File: src/rtl/bcd_7seg_scan_driver.sv
// ---------------------------------------------------------------------------
// bcd_7seg_scan_driver
//
// Purpose:
//   Captures NDIG packed BCD digits plus decimal points into a shadow register
//   and drives a time-multiplexed common-anode 7-segment display, one digit
//   per slot. Each slot begins with BLANK_CYCLES clocks of all-off output to
//   suppress ghosting. The shadow is copied into the display registers only
//   at frame boundaries, so a digit never shows a mix of old and new data.
//   frame_done pulses for one clock at the start of every frame.
//
// Optional feature (compile-time macro LZB_EN):
//   When LZB_EN is defined, leading zeros are blanked. Digit i>0 stays dark
//   when it and every higher digit are 0 with no decimal point set. Digit 0
//   is always shown. Blanked digits keep their slot timing.
//   When LZB_EN is undefined, every digit is always shown.
//
// Parameters:
//   NDIG         number of digits, 1..8
//   REFRESH_DIV  clocks per digit slot, must exceed BLANK_CYCLES
//   BLANK_CYCLES all-off clocks at the start of each slot, >= 1
//
// Ports:
//   clock       in   1        system clock, rising edge
//   reset       in   1        asynchronous, active-low
//   load        in   1        capture strobe for digits_in/dp_in (level-sampled)
//   digits_in   in   4*NDIG   packed BCD, digit i = [4i+3:4i], digit 0 rightmost
//   dp_in       in   NDIG     decimal point per digit, 1 = lit
//   seg_n       out  7        {g,f,e,d,c,b,a}, active-low
//   dp_n        out  1        decimal point, active-low
//   an_n        out  NDIG     digit anodes, active-low
//   frame_done  out  1        one-clock pulse at the start of each frame
// ---------------------------------------------------------------------------
module bcd_7seg_scan_driver #(
    parameter int NDIG         = 4,
    parameter int REFRESH_DIV  = 4,
    parameter int BLANK_CYCLES = 1
) (
    input  logic                clock,
    input  logic                reset,
    input  logic                load,
    input  logic [4*NDIG-1:0]   digits_in,
    input  logic [NDIG-1:0]     dp_in,
    output logic [6:0]          seg_n,
    output logic                dp_n,
    output logic [NDIG-1:0]     an_n,
    output logic                frame_done
);

    localparam int PCNT_W = (REFRESH_DIV > 1) ? $clog2(REFRESH_DIV) : 1;
    localparam int IDX_W  = (NDIG > 1) ? $clog2(NDIG) : 1;

    localparam logic [PCNT_W-1:0] PCNT_LAST  = PCNT_W'(REFRESH_DIV - 1);
    localparam logic [PCNT_W-1:0] BLANK_LAST = PCNT_W'(BLANK_CYCLES - 1);
    localparam logic [IDX_W-1:0]  IDX_LAST   = IDX_W'(NDIG - 1);

    typedef enum logic {
        ST_BLANK = 1'b0,
        ST_SHOW  = 1'b1
    } state_t;

    // Scan position and slot phase
    logic [PCNT_W-1:0]      pcnt_q, pcnt_d;
    logic [IDX_W-1:0]       idx_q, idx_d;
    state_t                 state_q, state_d;

    // Shadow (written by load) and display (copied at frame boundary) data
    logic [NDIG-1:0][3:0]   shadow_dig_q;
    logic [NDIG-1:0]        shadow_dp_q;
    logic [NDIG-1:0][3:0]   disp_dig_q;
    logic [NDIG-1:0]        disp_dp_q;

    // Registered outputs
    logic [6:0]             seg_n_q, seg_n_d;
    logic                   dp_n_q, dp_n_d;
    logic [NDIG-1:0]        an_n_q, an_n_d;
    logic                   frame_done_q, frame_done_d;

    logic                   slot_wrap;
    logic                   frame_wrap;
    logic [NDIG-1:0]        blank_vec;

    function automatic logic [6:0] decode_bcd(input logic [3:0] d);
        logic [6:0] s;
        case (d)
            4'd0:    s = 7'b1000000;
            4'd1:    s = 7'b1111001;
            4'd2:    s = 7'b0100100;
            4'd3:    s = 7'b0110000;
            4'd4:    s = 7'b0011001;
            4'd5:    s = 7'b0010010;
            4'd6:    s = 7'b0000010;
            4'd7:    s = 7'b1111000;
            4'd8:    s = 7'b0000000;
            4'd9:    s = 7'b0010000;
            default: s = 7'b0111111;   // non-BCD nibble shows a dash
        endcase
        return s;
    endfunction

`ifdef LZB_EN
    // A digit is a leading zero when it and every digit above it are 0 with
    // no decimal point. Each bit is an independent reduction over the upper
    // slice, which keeps the logic free of combinational chains.
    assign blank_vec[0] = 1'b0;
    for (genvar gi = 1; gi < NDIG; gi++) begin : g_lzb
        assign blank_vec[gi] = ~(|disp_dig_q[NDIG-1:gi]) & ~(|disp_dp_q[NDIG-1:gi]);
    end
`else
    assign blank_vec = '0;
`endif

    assign slot_wrap  = (pcnt_q == PCNT_LAST);
    assign frame_wrap = slot_wrap && (idx_q == IDX_LAST);

    always_comb begin
        pcnt_d       = slot_wrap ? '0 : pcnt_q + 1'b1;
        idx_d        = idx_q;
        if (slot_wrap) begin
            idx_d = (idx_q == IDX_LAST) ? '0 : idx_q + 1'b1;
        end

        state_d = state_q;
        case (state_q)
            ST_BLANK: if (pcnt_q == BLANK_LAST) state_d = ST_SHOW;
            ST_SHOW:  if (slot_wrap)            state_d = ST_BLANK;
            default:                            state_d = ST_BLANK;
        endcase

        frame_done_d = frame_wrap;

        // Outputs follow the current scan position one clock later
        seg_n_d = 7'h7F;
        dp_n_d  = 1'b1;
        an_n_d  = '1;
        if (state_q == ST_SHOW && !blank_vec[idx_q]) begin
            an_n_d[idx_q] = 1'b0;
            seg_n_d       = decode_bcd(disp_dig_q[idx_q]);
            dp_n_d        = ~disp_dp_q[idx_q];
        end
    end

    always_ff @(posedge clock or negedge reset) begin
        if (!reset) begin
            pcnt_q       <= '0;
            idx_q        <= '0;
            state_q      <= ST_BLANK;
            shadow_dig_q <= '0;
            shadow_dp_q  <= '0;
            disp_dig_q   <= '0;
            disp_dp_q    <= '0;
            seg_n_q      <= 7'h7F;
            dp_n_q       <= 1'b1;
            an_n_q       <= '1;
            frame_done_q <= 1'b0;
        end else begin
            pcnt_q       <= pcnt_d;
            idx_q        <= idx_d;
            state_q      <= state_d;
            seg_n_q      <= seg_n_d;
            dp_n_q       <= dp_n_d;
            an_n_q       <= an_n_d;
            frame_done_q <= frame_done_d;

            if (load) begin
                shadow_dig_q <= digits_in;
                shadow_dp_q  <= dp_in;
            end
            // Display takes the shadow as it was before this edge, so a load
            // coinciding with the boundary appears one frame later.
            if (frame_wrap) begin
                disp_dig_q <= shadow_dig_q;
                disp_dp_q  <= shadow_dp_q;
            end
        end
    end

    assign seg_n      = seg_n_q;
    assign dp_n       = dp_n_q;
    assign an_n       = an_n_q;
    assign frame_done = frame_done_q;

endmodule

File: config.mk
export PLATFORM = sky130hd
export DESIGN_NAME = bcd_7seg_scan_driver
export DESIGN_NICKNAME = d
export VERILOG_FILES = /design/src/rtl/bcd_7seg_scan_driver.sv
export SDC_FILE = /design/constraint.sdc
export NUM_CORES = 1
export LEC_CHECK = 0
export CAP_MARGIN = 0
export CORE_MARGIN = 4
export CORE_UTILIZATION = 50
export DETAILED_ROUTE_END_ITERATION = 8
export HOLD_SLACK_MARGIN = 0.08
export PLACE_DENSITY_LB_ADDON = 0.05
export SLEW_MARGIN = 20
export SYNTH_ARGS = -nofsm -noshare
export SYNTH_HDL_FRONTEND = slang
export SYNTH_SLANG_ARGS = --single-unit
File: constraint.sdc
create_clock -name clock -period 3.45 [get_ports clock]
set_input_delay 1.035 -clock clock [delete_from_list [all_inputs] [get_ports clock]]
set_output_delay 1.035 -clock clock [all_outputs]
set_load 0.03 [all_outputs]
==> results.toml <==
[cts]
cts-hold-fix-buffers = 0
cts_made_buffers = 9
deepest_level_of_the_cts_h_tree = 3
clkSinkCount = 58
cts_tree = "done"
cts_setup_buffers = 0
clkLatencyLatePin_ns = 0.31
cts_resized = 0
clk_transition_reported_paths_ns = 0.06
clock-root-buffer = "sky130_fd_sc_hd__clkbuf_8"
clockBufferDepth = 2

[sta]
final_min_period_over_clock_period_pct = 73.4
relSlewSlack_pct = 42.1
grt_setup_unrepaired = "false"
final_max_slew_viol_count = 0
timing.final.hold_violations = 0
finalSetupViolations = 0
setup_tns_ns = 0
worst_pin_slew_ns = 0.866
achievable-frequency_ghz = 0.395
finClkSkew_ns = 0.00455
post-route-min-period_ns = 2.53

[placement]
placement.io_buffers = 35
dp_hpwl_microns = 2800
gpl.final_weighted_congestion = 0.756

[route]
post-route-drc-count = 0
antenna_left = 0
dr.pass1.iters = 3
post_drt_wl_per_cell_microns = 14.3
wl_microns = 3950
vias = 1348
routed_via_density = 4.88
drt_iter0_markers = 41

[yosys]
postSynthAreaPerCell_sq_um = 14.9
post_synthesis_share_of_cell_area_spent_on_xor_and_xnor_gates_pct = 0
yosysWarningCount = 0
yosysSeqAreaShare_pct = 60.2
post_synth_num_cell_types = 20
synth_area_leader_cell = "sky130_fd_sc_hd__dfrtp_1"
dominant_combinational_cell_family_by_area_after_synthesis = "multiplexers"
ys_seq_elements = 58
mappedNetlistArea_sq_um = 2440
synth-adder-area-share_pct = 6.16
synth_top_area_share_pct = 47.2
synthesized_area_fraction_occupied_by_and_or_nand_nor_cells_pct = 3.08
synth-compound-area-share_pct = 3.03
ys_top_cells_by_area = "sky130_fd_sc_hd__dfrtp_1 (47%), sky130_fd_sc_hd__mux2_2 (18%), sky130_fd_sc_hd__dfstp_2 (13%)"
mux_share_of_post_synthesis_cell_area_pct = 24.6
netlist_instances = 164
synthesis.nets = 199

[setup_path]
critPathLaunchType = "flip-flop"
crit_type = "flip-flop to output pin"
internal_reg_to_reg_setup_slack_ns = 1.33
worst-path-buf-inv = 1
crit_required_ns = 2.41
worst_path_arrival_ns = 1.50
cp-end-kind = "output pin"
cp_max_fo = 1
worst_path_slowest_cell = "sky130_fd_sc_hd__clkdlybuf4s50_1"
critical-path-max-stage-delay_ns = 0.67
crit_chain = "clkdlybuf4s50_1"
crit_family = "buffers and inverters"

[finish]
area_growth_syn_to_layout_pct = 25.4
num-fill-cells = 354
layout-drive-gt1-share_pct = 34.9
antennaDiodeCount = 0
finish.utilization_pct = 64.7
multi_input_comb_area_sq_um = 900
final_nets = 241
seq_area_sq_um = 1470

[die]
initial_utilization_pct = 51.6
rows = 25
coreArea_sq_um = 4720
fp.dieH_microns = 77.8
die-area_sq_um = 6060
dieWidth_microns = 77.8
io_pins = 36

[grt]
grt_most_used_layer = "met2"
vias_in_the_first_global_route = 1465
grt.met1_usage_pct = 19.1
grt_remaining_overflow = 0
groute.layer.met3.usage_pct = 4.64
grt_start_max_net_pins = 31
grt.total_usage_pct = 15.0
wire_length_of_the_first_global_routing_pass_microns = 6950
met2_usage_pct = 23.0
antenna_found_initial = 0

[run]
maxCapViolCount = 0

[run_status]
run_status = "completed"

[power_and_ir_drop]
power_density_nw_per_um2 = 490
vdd.ir_drop.worst_mv = 0.242
power.static_leakage_nw = 1.34

[hold_path]
hp-class = "flip-flop to flip-flop"
==> final timing paths <==
check                           depth (start not counted)      start   endpoint
worst min register to register                          1  pcnt_q[0]  pcnt_q[0]
max in group asynchronous                               2      reset   seg_n[2]
min in group asynchronous                               1      reset    state_q
worst max-delay path                                    1    an_n[3]    an_n[3]
worst max register to register                          6   idx_q[0]   seg_n[5]
worst min-delay path                                    1  pcnt_q[0]  pcnt_q[0]
==> per-stage QoR <==
stage          power, mW  worst slack (ns)  hold slack, ns  cells  instance area [sq um]
4_1_cts             1.51             0.905           0.470    276                   3060
3_3_place_gp       0.903              1.21           0.435    262                   2860
3_5_place_dp       0.913              1.18           0.460    262                   2860
2_1_floorplan      0.847              1.61           0.424    164                   2440
5_1_grt             1.56             0.869           0.483    276                   3060
6_report            1.50             0.917           0.465    276                   3060
==> Yosys cell counts <==
library cell / number
sky130_fd_sc_hd__and2_1: 1
sky130_fd_sc_hd__o21ai_0: 6
sky130_fd_sc_hd__mux2i_1: 3
sky130_fd_sc_hd__mux2_2: 40
sky130_fd_sc_hd__inv_1: 11
sky130_fd_sc_hd__buf_6: 1
sky130_fd_sc_hd__a21oi_1: 3
sky130_fd_sc_hd__mux4_1: 2
sky130_fd_sc_hd__and3_1: 1
sky130_fd_sc_hd__mux4_2: 3
sky130_fd_sc_hd__clkbuf_1: 5
sky130_fd_sc_hd__nand2_1: 9
sky130_fd_sc_hd__ha_1: 12
sky130_fd_sc_hd__nor2_1: 4
sky130_fd_sc_hd__nor2b_4: 1
sky130_fd_sc_hd__a31oi_1: 2
sky130_fd_sc_hd__a22o_1: 1
sky130_fd_sc_hd__a211oi_1: 1
sky130_fd_sc_hd__dfstp_2: 12
sky130_fd_sc_hd__dfrtp_1: 46
==> layer usage <==
metal | up-vias | share of wire, %
met4 | 0 | 1.8
li1 | 649 | -
met5 | - | 0
met2 | 33 | 48
met3 | 8 | 5.2
met1 | 658 | 45
==> cell type report <==
class                      instances  share of cell area [%]
clock inverter                     3                    1.31
sequential                        58                    48.0
timing repair buffer              37                    12.2
tap                               67                    2.74
clock buffer                      11                    4.95
multi-input combinational         89                    29.4
inverter                          11                    1.35
==> cell families (layout without fill, tap and decap cells) <==
family,Yosys count,after routing
and+or+nand+nor,16,16
muxes,48,48
DFF,58,58
adders and majority gates,12,12
buffers and inverters,17,62
AOI/OAI and AO/OA,13,13
==> power breakdown <==
part | leakage (nW) | switching [mW] | total (mW) | internal, mW
Clock | 0.101 | 0.237 | 0.599 | 0.362
Combinational | 0.572 | 0.0600 | 0.145 | 0.0853
Sequential | 0.667 | 0.0228 | 0.753 | 0.731
==> layout by cell type (no fill, tap or decap), drive strengths merged, types with 2 or more instances in the layout <==
| cell | n |
|---|---|
| a21oi | 3 |
| a31oi | 2 |
| buf | 3 |
| clkbuf | 11 |
| clkdlybuf4s50 | 34 |
| clkinv | 2 |
| dfrtp | 46 |
| dfstp | 12 |
| ha | 12 |
| inv | 11 |
| mux2 | 40 |
| mux2i | 3 |
| mux4 | 5 |
| nand2 | 9 |
| nor2 | 4 |
| o21ai | 6 |
==> state kept, by name (all words and copies together) (netlist names) <==
| name | count |
|---|---|
| shadow_dig_q | 16 |
| seg_n | 7 |
| disp_dig_q | 16 |
| an_n | 4 |
| state_q | 1 |
| shadow_dp_q | 4 |
| disp_dp_q | 4 |
| pcnt_q | 2 |
| frame_done | 1 |
| idx_q | 2 |
| dp_n | 1 |
(Power assumes the default switching activity.)
